--- src/rtl/wl_dec_pkg.sv ---
// wl_dec_pkg: shared FSM encoding, counter width and default timing for the word-line pulse decoder.
package wl_dec_pkg;
  typedef enum logic [1:0] {IDLE, SETUP, ACTIVE, HOLD} state_t;
  localparam int CNT_W = 4;
  typedef logic [CNT_W-1:0] cnt_t;
  localparam int DEF_SETUP_CYC = 1;
  localparam int DEF_PULSE_CYC = 4;
  localparam int DEF_HOLD_CYC  = 1;
endpackage

--- src/rtl/wl_range_dec.sv ---
// wl_range_dec: combinational decode of lines base..base+rows, clipped at NUM_WORDS-1.
module wl_range_dec
  import wl_dec_pkg::*;
#(
  parameter int ADDR_W    = 10,
  parameter int NUM_WORDS = 1024
) (
  input  logic [ADDR_W-1:0]    base,
  input  logic [CNT_W-1:0]     rows,
  output logic [NUM_WORDS-1:0] mask
);
  logic [ADDR_W:0] lo, hi;
  assign lo = {1'b0, base};
  assign hi = lo + (ADDR_W+1)'(rows);
  for (genvar i = 0; i < NUM_WORDS; i++) begin : g_bit
    assign mask[i] = ((ADDR_W+1)'(i) >= lo) && ((ADDR_W+1)'(i) <= hi);
  end
endmodule

--- src/rtl/wordline_pulse_decoder.sv ---
// wordline_pulse_decoder: setup/pulse/hold word-line sequencer; WL_MULTIROW_EN adds req_rows for multi-line pulses.
module wordline_pulse_decoder
  import wl_dec_pkg::*;
#(
  parameter int ADDR_W    = 10,
  parameter int NUM_WORDS = 1024,
  parameter int SETUP_CYC = DEF_SETUP_CYC,
  parameter int PULSE_CYC = DEF_PULSE_CYC,
  parameter int HOLD_CYC  = DEF_HOLD_CYC
) (
  input  logic                 clk,
  input  logic                 rst_n,
  input  logic                 req_valid,
  output logic                 req_ready,
  input  logic [ADDR_W-1:0]    req_addr,
`ifdef WL_MULTIROW_EN
  input  logic [3:0]           req_rows,
`endif
  output logic [NUM_WORDS-1:0] wl,
  output logic                 busy,
  output logic                 done,
  output logic                 err
);
  localparam cnt_t SETUP_LD = cnt_t'(SETUP_CYC == 0 ? 0 : SETUP_CYC - 1);
  localparam cnt_t PULSE_LD = cnt_t'(PULSE_CYC - 1);
  localparam cnt_t HOLD_LD  = cnt_t'(HOLD_CYC == 0 ? 0 : HOLD_CYC - 1);
  state_t state, state_d;
  cnt_t cnt, cnt_d;
  logic [ADDR_W-1:0] addr_q, base;
  cnt_t rows_q, rows_in, rows_sel;
  logic started, hs, bad;
  logic [NUM_WORDS-1:0] mask;
`ifdef WL_MULTIROW_EN
  assign rows_in = req_rows;
`else
  assign rows_in = '0;
`endif
  assign req_ready = started && state == IDLE;
  assign busy = state != IDLE;
  assign hs = req_valid && req_ready;
  assign bad = {1'b0, req_addr} >= (ADDR_W+1)'(NUM_WORDS);
  // IDLE decodes the live request so a zero-setup pulse can start on the handshake edge
  assign base = state == IDLE ? req_addr : addr_q;
  assign rows_sel = state == IDLE ? rows_in : rows_q;
  wl_range_dec #(.ADDR_W(ADDR_W), .NUM_WORDS(NUM_WORDS)) u_dec (
    .base(base),
    .rows(rows_sel),
    .mask(mask)
  );
  always_comb begin
    state_d = state;
    cnt_d = cnt;
    case (state)
      IDLE: if (hs && !bad) begin
        state_d = SETUP_CYC == 0 ? ACTIVE : SETUP;
        cnt_d = SETUP_CYC == 0 ? PULSE_LD : SETUP_LD;
      end
      SETUP: begin
        state_d = cnt == '0 ? ACTIVE : SETUP;
        cnt_d = cnt == '0 ? PULSE_LD : cnt - 1'b1;
      end
      ACTIVE: begin
        state_d = cnt != '0 ? ACTIVE : HOLD_CYC == 0 ? IDLE : HOLD;
        cnt_d = cnt != '0 ? cnt - 1'b1 : HOLD_LD;
      end
      HOLD: begin
        state_d = cnt == '0 ? IDLE : HOLD;
        cnt_d = cnt == '0 ? '0 : cnt - 1'b1;
      end
      default: begin
        state_d = IDLE;
        cnt_d = '0;
      end
    endcase
  end
  always_ff @(posedge clk or negedge rst_n) begin
    if (!rst_n) begin
      state <= IDLE;
      cnt <= '0;
      addr_q <= '0;
      rows_q <= '0;
      wl <= '0;
      done <= 1'b0;
      err <= 1'b0;
      started <= 1'b0;
    end else begin
      started <= 1'b1;
      state <= state_d;
      cnt <= cnt_d;
      if (hs) begin
        addr_q <= req_addr;
        rows_q <= rows_in;
      end
      wl <= state_d == ACTIVE ? mask : '0;
      done <= state != IDLE && state_d == IDLE;
      err <= hs && bad;
    end
  end
endmodule

--- config.mk ---
export PLATFORM = sky130hd
export DESIGN_NAME = wordline_pulse_decoder
export DESIGN_NICKNAME = d
export VERILOG_FILES = /design/src/rtl/wl_dec_pkg.sv /design/src/rtl/wl_range_dec.sv /design/src/rtl/wordline_pulse_decoder.sv
export SDC_FILE = /design/constraint.sdc
export NUM_CORES = 1
export LEC_CHECK = 0
export ABC_AREA = 1
export CAP_MARGIN = 20
export CORE_AREA = 2 2 410 412
export CTS_BUF_LIST = sky130_fd_sc_hd__clkbuf_8
export DETAILED_ROUTE_END_ITERATION = 10
export DIE_AREA = 0 0 412 414
export PLACE_DENSITY = 0.49
export SETUP_SLACK_MARGIN = 0.1
export SLEW_MARGIN = 20
export SYNTH_ARGS = -nofsm -noshare
export SYNTH_HDL_FRONTEND = slang
export SYNTH_SLANG_ARGS = --single-unit
--- constraint.sdc ---
create_clock -name clk -period 2.2 [get_ports clk]
set_input_delay 0.44 -clock clk [delete_from_list [all_inputs] [get_ports clk]]
set_output_delay 0.44 -clock clk [all_outputs]
set_load 0.02 [all_outputs]
==> flow_summary.toml <==
[critical_path]
critPathRequiredTime_ps = 1760
cpMaxStageDelayCell = "dfrtp_2"
timing.critical_path.cells = "inv_2 -> nand2_4 -> nor2_4 -> buf_6 -> buf_12"
crit_type = "reg2out"
crit_arrival_ps = 1790
cp-start-kind = "flip-flop"
crit_path_max_incr_delay_ps = 420
critical_path.startpoint = "state[1]$_DFF_PN0_"
worstPathMaxFanout = 3
critPathCaptureType = "output port"
rr_startpoint = "state[1]$_DFF_PN0_"

[status]
violations = "setup timing"
outcome = "finished, violations left"

[worst_hold_path]
worstHoldStart = "req_addr[3]"
hp-class = "in2reg"

[power_and_ir_drop]
power_uw = 70380
leakage_uw = 0.03031
p_per_area_mw_per_mm2 = 1184
peakVddDrop_mv = 0.6416

[global_route]
grt_usage_pct = 23.52
grt_pass1_wl_um = 281700
grt_max_degree = 89
antenna_found_initial = 20
first_global_vias = 34360
grt_overflow_total = 0

[drt]
via_per_inst = 4.736
drt_first_pass_iters = 5
wl_um = 218900
wl_per_cell_um = 29.30
ant_nets = 0
drc_errors = 0
drt-initial-drc-count = 3591
vias = 35380

[final_layout]
layout.nets = 5130
final_cell_mix = "dfrtp_1 (1034), nor2_1 (1012), nand3_1 (1008)"
finalInstanceArea_mm2 = 0.05944
syn2layout_area_growth_pct = 52.85
drive_above_1_share_pct = 24.63
final_common_cell = "dfrtp_1"
nFillCells = 17080

[clock_network]
worstSkewPairLatency_ps = 950
cts_sinks = 1042
h-tree-depth = 4
cts-root-buf = "clkbuf_8"
clkTransAtPathRegs_ps = 60
cts_buffers = 182
clockBufferDepth = 3
cts_tree = "done"

[sta]
relSlewSlack_pct = 26.85
final_max_slew_viol_count = 0
rsz0062_at_grt = "true"
tns_ps = -54.72
fmax_mhz = 449.3
worst_pin_slew_ps = 1094
worst_slack_ps = -25.65
skew_ps = 61.87
hold_viol = 0
whs_ps = 151.5
finalCriticalPeriod_ps = 2226
period_share_pct = 101.2
setup_viol_count_final = 5

[die]
die_w_um = 412
io_pins = 1041
rows = 150
core_area_mm2 = 0.1663
dieArea_mm2 = 0.1706
start_util_pct = 23.39
die_h_um = 414

[yosys]
synthTopCellsByArea = "dfrtp_1 (67%), nand3_1 (13%), nor2_1 (10%)"
ys_types = 25
synth_area_per_cell_um2 = 10.37
synth_top_cell_area_share_pct = 67.05
ys_warn_count = 0
synth-seq-area-share_pct = 67.05
synth_nets = 3764
yosys.area.top_type = "dfrtp_1"
syn_inst = 3749
ys_seq_elements = 1042
syn_area_mm2 = 0.03889

[placement]
port_buffers = 1039
place.gp.congestion = 0.8671
dpl_cell_area_mm2 = 0.05583
dp_hpwl_um = 145900

[job]
drv_cap = 0
[layer usage]
metal  vias to the layer above  global-route usage (%)  share of wire [%]
met5                         -                       0                  0
met4                         0                   10.21                4.7
met3                       416                   6.111                8.6
met2                      1879                   36.96                 46
met1                     18210                   30.45                 41
li1                      14880                       -                  -
[cell usage after synthesis (all sizes together)]
| cell | number |
|---|---|
| xnor2 | 1 |
| dfrtp | 1042 |
| xor2 | 1 |
| inv | 44 |
| nand2 | 101 |
| buf | 363 |
| o211ai | 2 |
| o22ai | 2 |
| ha | 2 |
| nor2 | 1119 |
| o21ai | 26 |
| conb | 2 |
| clkbuf | 15 |
| nand3 | 1029 |
[path summary, 6_finish.rpt]
path	end	slack, ps	cells after the start
min	addr_q[3]$_DFFE_PN0P_	150	3
max reg2reg	wl[958]$_DFF_PN0_	-10	11
max in group asynchronous	wl[772]$_DFF_PN0_	350	3
min in group asynchronous	wl[95]$_DFF_PN0_	360	3
max	req_ready	-30	5
min reg2reg	addr_q[6]$_DFFE_PN0P_	510	2
[cells by family (layout without fill, tap and decap cells)]
family / Yosys count / in the layout / share of synthesized area [%]
XOR/XNOR: 2 / 2 / 0.04505
AND/OR/NAND/NOR: 2249 / 2249 / 26.73
other: 2 / 15 / 0.01931
adder cells (fa/ha/maj): 2 / 2 / 0.06434
buffers and inverters: 422 / 1927 / 5.685
flip-flops: 1042 / 1042 / 67.05
AO/OA/AOI/OAI: 30 / 30 / 0.4054
[state kept, by name, indices dropped and copies added (netlist names)]
name,count
done,1
wl,1024
state,2
started,1
addr_q,10
cnt,4
[area by class of cell]
| type | instances | area [um2] | share of cell area (%) |
|---|---|---|---|
| Multi-Input combinational cell | 2285 | 11200 | 18.84 |
| Clock inverter | 90 | 590.6 | 0.9935 |
| Timing Repair Buffer | 1560 | 15360 | 25.84 |
| Sequential cell | 1042 | 26090 | 43.88 |
| Antenna cell | 13 | 32.53 | 0.05473 |
| Clock buffer | 233 | 3207 | 5.395 |
| Tap cell | 2204 | 2758 | 4.639 |
| Inverter | 44 | 210.2 | 0.3536 |
[power breakdown]
part	internal, uW	switching, uW
sequential	19400	115
clock	10100	8700
combinational	10300	21800
[critical path: cells and delay by family (launching register included)]
kind	cells	cell delay [ps]
DFF	1	420
and+or+nand+nor	2	160
buffers and inverters	3	290
[what timing repair did]
action	4_1_cts	5_1_grt
setup endpoints to repair	1704	1655
gates resized for setup	2184	104
cloned	0	30
pin swaps	26	25
setup buffers	4	35
endpoints found under the hold margin	570	0
hold buffers	2	0
[per-stage QoR]
stage | util, % | setup WS, ps | std cells
after floorplan | - | 114.8 | 3749
after global placement | 33.58 | -414.8 | 7064
after detailed placement | 33.58 | -389.0 | 7064
after CTS | 34.73 | -143.3 | 7393
after global routing | 35.74 | -144.9 | 7468
final | 35.75 | -25.65 | 7471
Power figures use the tool's default switching activity.
==> patch: new RTL, same flow settings <==
Reset style: synchronous (`rst_n`), changed in one clocked block.
--- a/src/rtl/wordline_pulse_decoder.sv
+++ b/src/rtl/wordline_pulse_decoder.sv
@@ -75,3 +75,3 @@
   end
-  always_ff @(posedge clk or negedge rst_n) begin
+  always_ff @(posedge clk) begin
     if (!rst_n) begin
Check against the original RTL: not settled (the Yosys comparison gave no result); the edit may change what the design does.
==> patch against the original RTL <==
- the flow still finishes with violations (negative setup slack)
- wire length is 4.3% lower
- design area is 6.7% lower
- total power is 9.4% lower
- non-clock buffer count is 76 higher
- clock skew is 12 ps lower
- sequential cell count stayed put
- clock power is 3% lower
- first-iteration DRC count is 2.6% higher
- synthesized area is 14% lower
- worst setup slack better by 18 ps
==> patch: results (changes against the original RTL) <==
| Metric | Value |
|---|---|
| Pre-CTS setup slack | `-352 ps (+37.3 ps)` |
| Setup ws final | `-7.39 ps (+18.3 ps)` |
| Worst hold slack | `171 ps (+19.6 ps)` |
| Number of I/O port buffers | `1039 (unchanged)` |
| RR Endpoint | `wl[152]` |
| Final Routed Wirelength | `210 mm (-4.3%)` |
| Hold-fix buffers at CTS | `1 (-1)` |
| Failing checks | `negative setup slack` |
| Largest stage delay, worst path | `350 ps (-70 ps)` |
| Vias in the first global route | `30600 (-11%)` |
| Top cells by area, synth | `dfxtp_1 62%, nand3_1 15%, nor2_1 12%` |
| Compound-cell area share of the yosys netlist | `0.00669 (+0.00263)` |
| Syn avg cell area | `8.91 µm² (-14%)` |
| Leakage | `23.7 nW (-22%)` |
| Post-DP HPWL | `125 mm (-15%)` |
| Syn Nets | `3775 (+0.29%)` |
| Async SR Flop Fraction | `0 (-1.00)` |
| M3 GR Usage | `0.0514 (-0.00975)` |
| Post-Synth XOR/XNOR Area | `0.000262 (-0.000189)` |
| Critical path endpoint | `req_ready` |
| Clock Latency Late Sink | `980 ps (+30 ps)` |
| Post-CTS Setup Inserts | `4 (unchanged)` |
| CTS buffer count | `178 (-2.2%)` |
| Final nets | `5208 (+1.5%)` |
| Drt first pass iters | `6 (+1)` |
| Clock skew | `50.1 ps (-11.8 ps)` |
| Routability cong. | `0.806 (-7.0%)` |
| Post-synthesis sequential area ratio | `0.623 (-0.0476)` |
| Avg WL per Cell | `27.8 µm (-5.3%)` |
| Synth Area in Adders | `0.000747 (+0.000104)` |
| Maximum VDD drop | `0.000689 V (+7.5%)` |
| Worst Max-Slew Pin Slew | `503 ps (-591 ps)` |
| First-pass GRT wire length | `241 mm (-14%)` |
| Post-synthesis cell type count | `26 (+4.0%)` |
| Via density per instance | `4.54 (-4.1%)` |
| Initial antenna violation count | `26 (+30%)` |
| CP startpoint | `state[1]` |
| Share of post-route cells with drive strength above 1 | `0.288 (+0.0422)` |
| Reg2Reg Depth | `12 (+1)` |
| Post-synth top cells | `1051 x nor2_1, 1042 x dfxtp_1, 1028 x nand3_1, 327 x buf_2, 50 x nand2_1` |
| Endpoint, Worst Hold | `addr_q[0]` |
| CP Max Fanout | `3 (unchanged)` |
| Crit-path slowest cell | `dfxtp_4` |
| GR Util met1 | `0.260 (-0.0443)` |
| Tot GR Track Use | `0.200 (-0.0357)` |
| Post-CTS Resized | `2711 (+24%)` |
| WP data arrival | `1770 ps (-20 ps)` |
| Largest net degree at the start of global routing | `74 (-17%)` |
| Initial DRC count | `3683 (+2.6%)` |
| Setup violators final | `1 (-4)` |
| Fill cells | `17500 (+2.6%)` |
| Status | `finished with violations` |
| Met2 Usage GRT | `0.312 (-0.0579)` |
| Hold wc startpoint | `req_addr[0]` |
| Cells after DPL | `7023 (-0.58%)` |
-- patch: cell count changes in the layout (fill, tap and decap cells not counted), sizes merged, moves of 16 or more --
cell         change
buf            +190
dlygate4sd2    -172
dfrtp         -1042
a21oi           +16
clkbuf          +40
dfxtp         +1042
-- patch: report_power, final --
part	total (mW)	switching [mW]	internal, mW
clock network	18.3	8.61	9.72
logic	26.4	16.9	9.53
registers	19.0	0.0571	19.0
-- patch: cells by family (layout without fill, tap and decap cells) --
family          Yosys count  count (layout)
compound gates           44              44
xor+xnor                  1               1
fa+ha+maj                 2               2
buf+inv                 428            2003
flops                  1042            1042
other cells               1              13
simple gates           2242            2242
-- patch: metal layers --
layer | vias to the layer above | routed length (µm)
met4 | 4 | 8180
met2 | 1986 | 89900
met1 | 16800 | 91300
met5 | - | 30
li1 | 15100 | -
met3 | 412 | 20100
-- patch: per-stage QoR --
step / power (mW) / instance area, µm² / TNS [ps]
final: 63.8 / 55400 / -7.39
after CTS: 56.8 / 50800 / -205
after detailed placement: 38.3 / 49800 / -117100
after global placement: 38.3 / 49800 / -130640
after floorplan: 27.7 / 33500 / 0
after global routing: 65.7 / 55400 / -4940
-- patch: layout make-up --
cell class | instances | area share
antenna | 12 | 0.000542
multi-input combinational | 2290 | 0.204
timing repair buffer | 1636 | 0.298
tap | 2204 | 0.0497
clock inverter | 105 | 0.0129
inverter | 44 | 0.00438
sequential | 1042 | 0.377
clock buffer | 217 | 0.0539
timing repair inverter | 1 | 0.000158
-- patch: tightest hold or removal path, stage by stage --
cell	delay, ps
clkdlybuf4s50_1	440
o21ai_0	160
a21oi_1	40
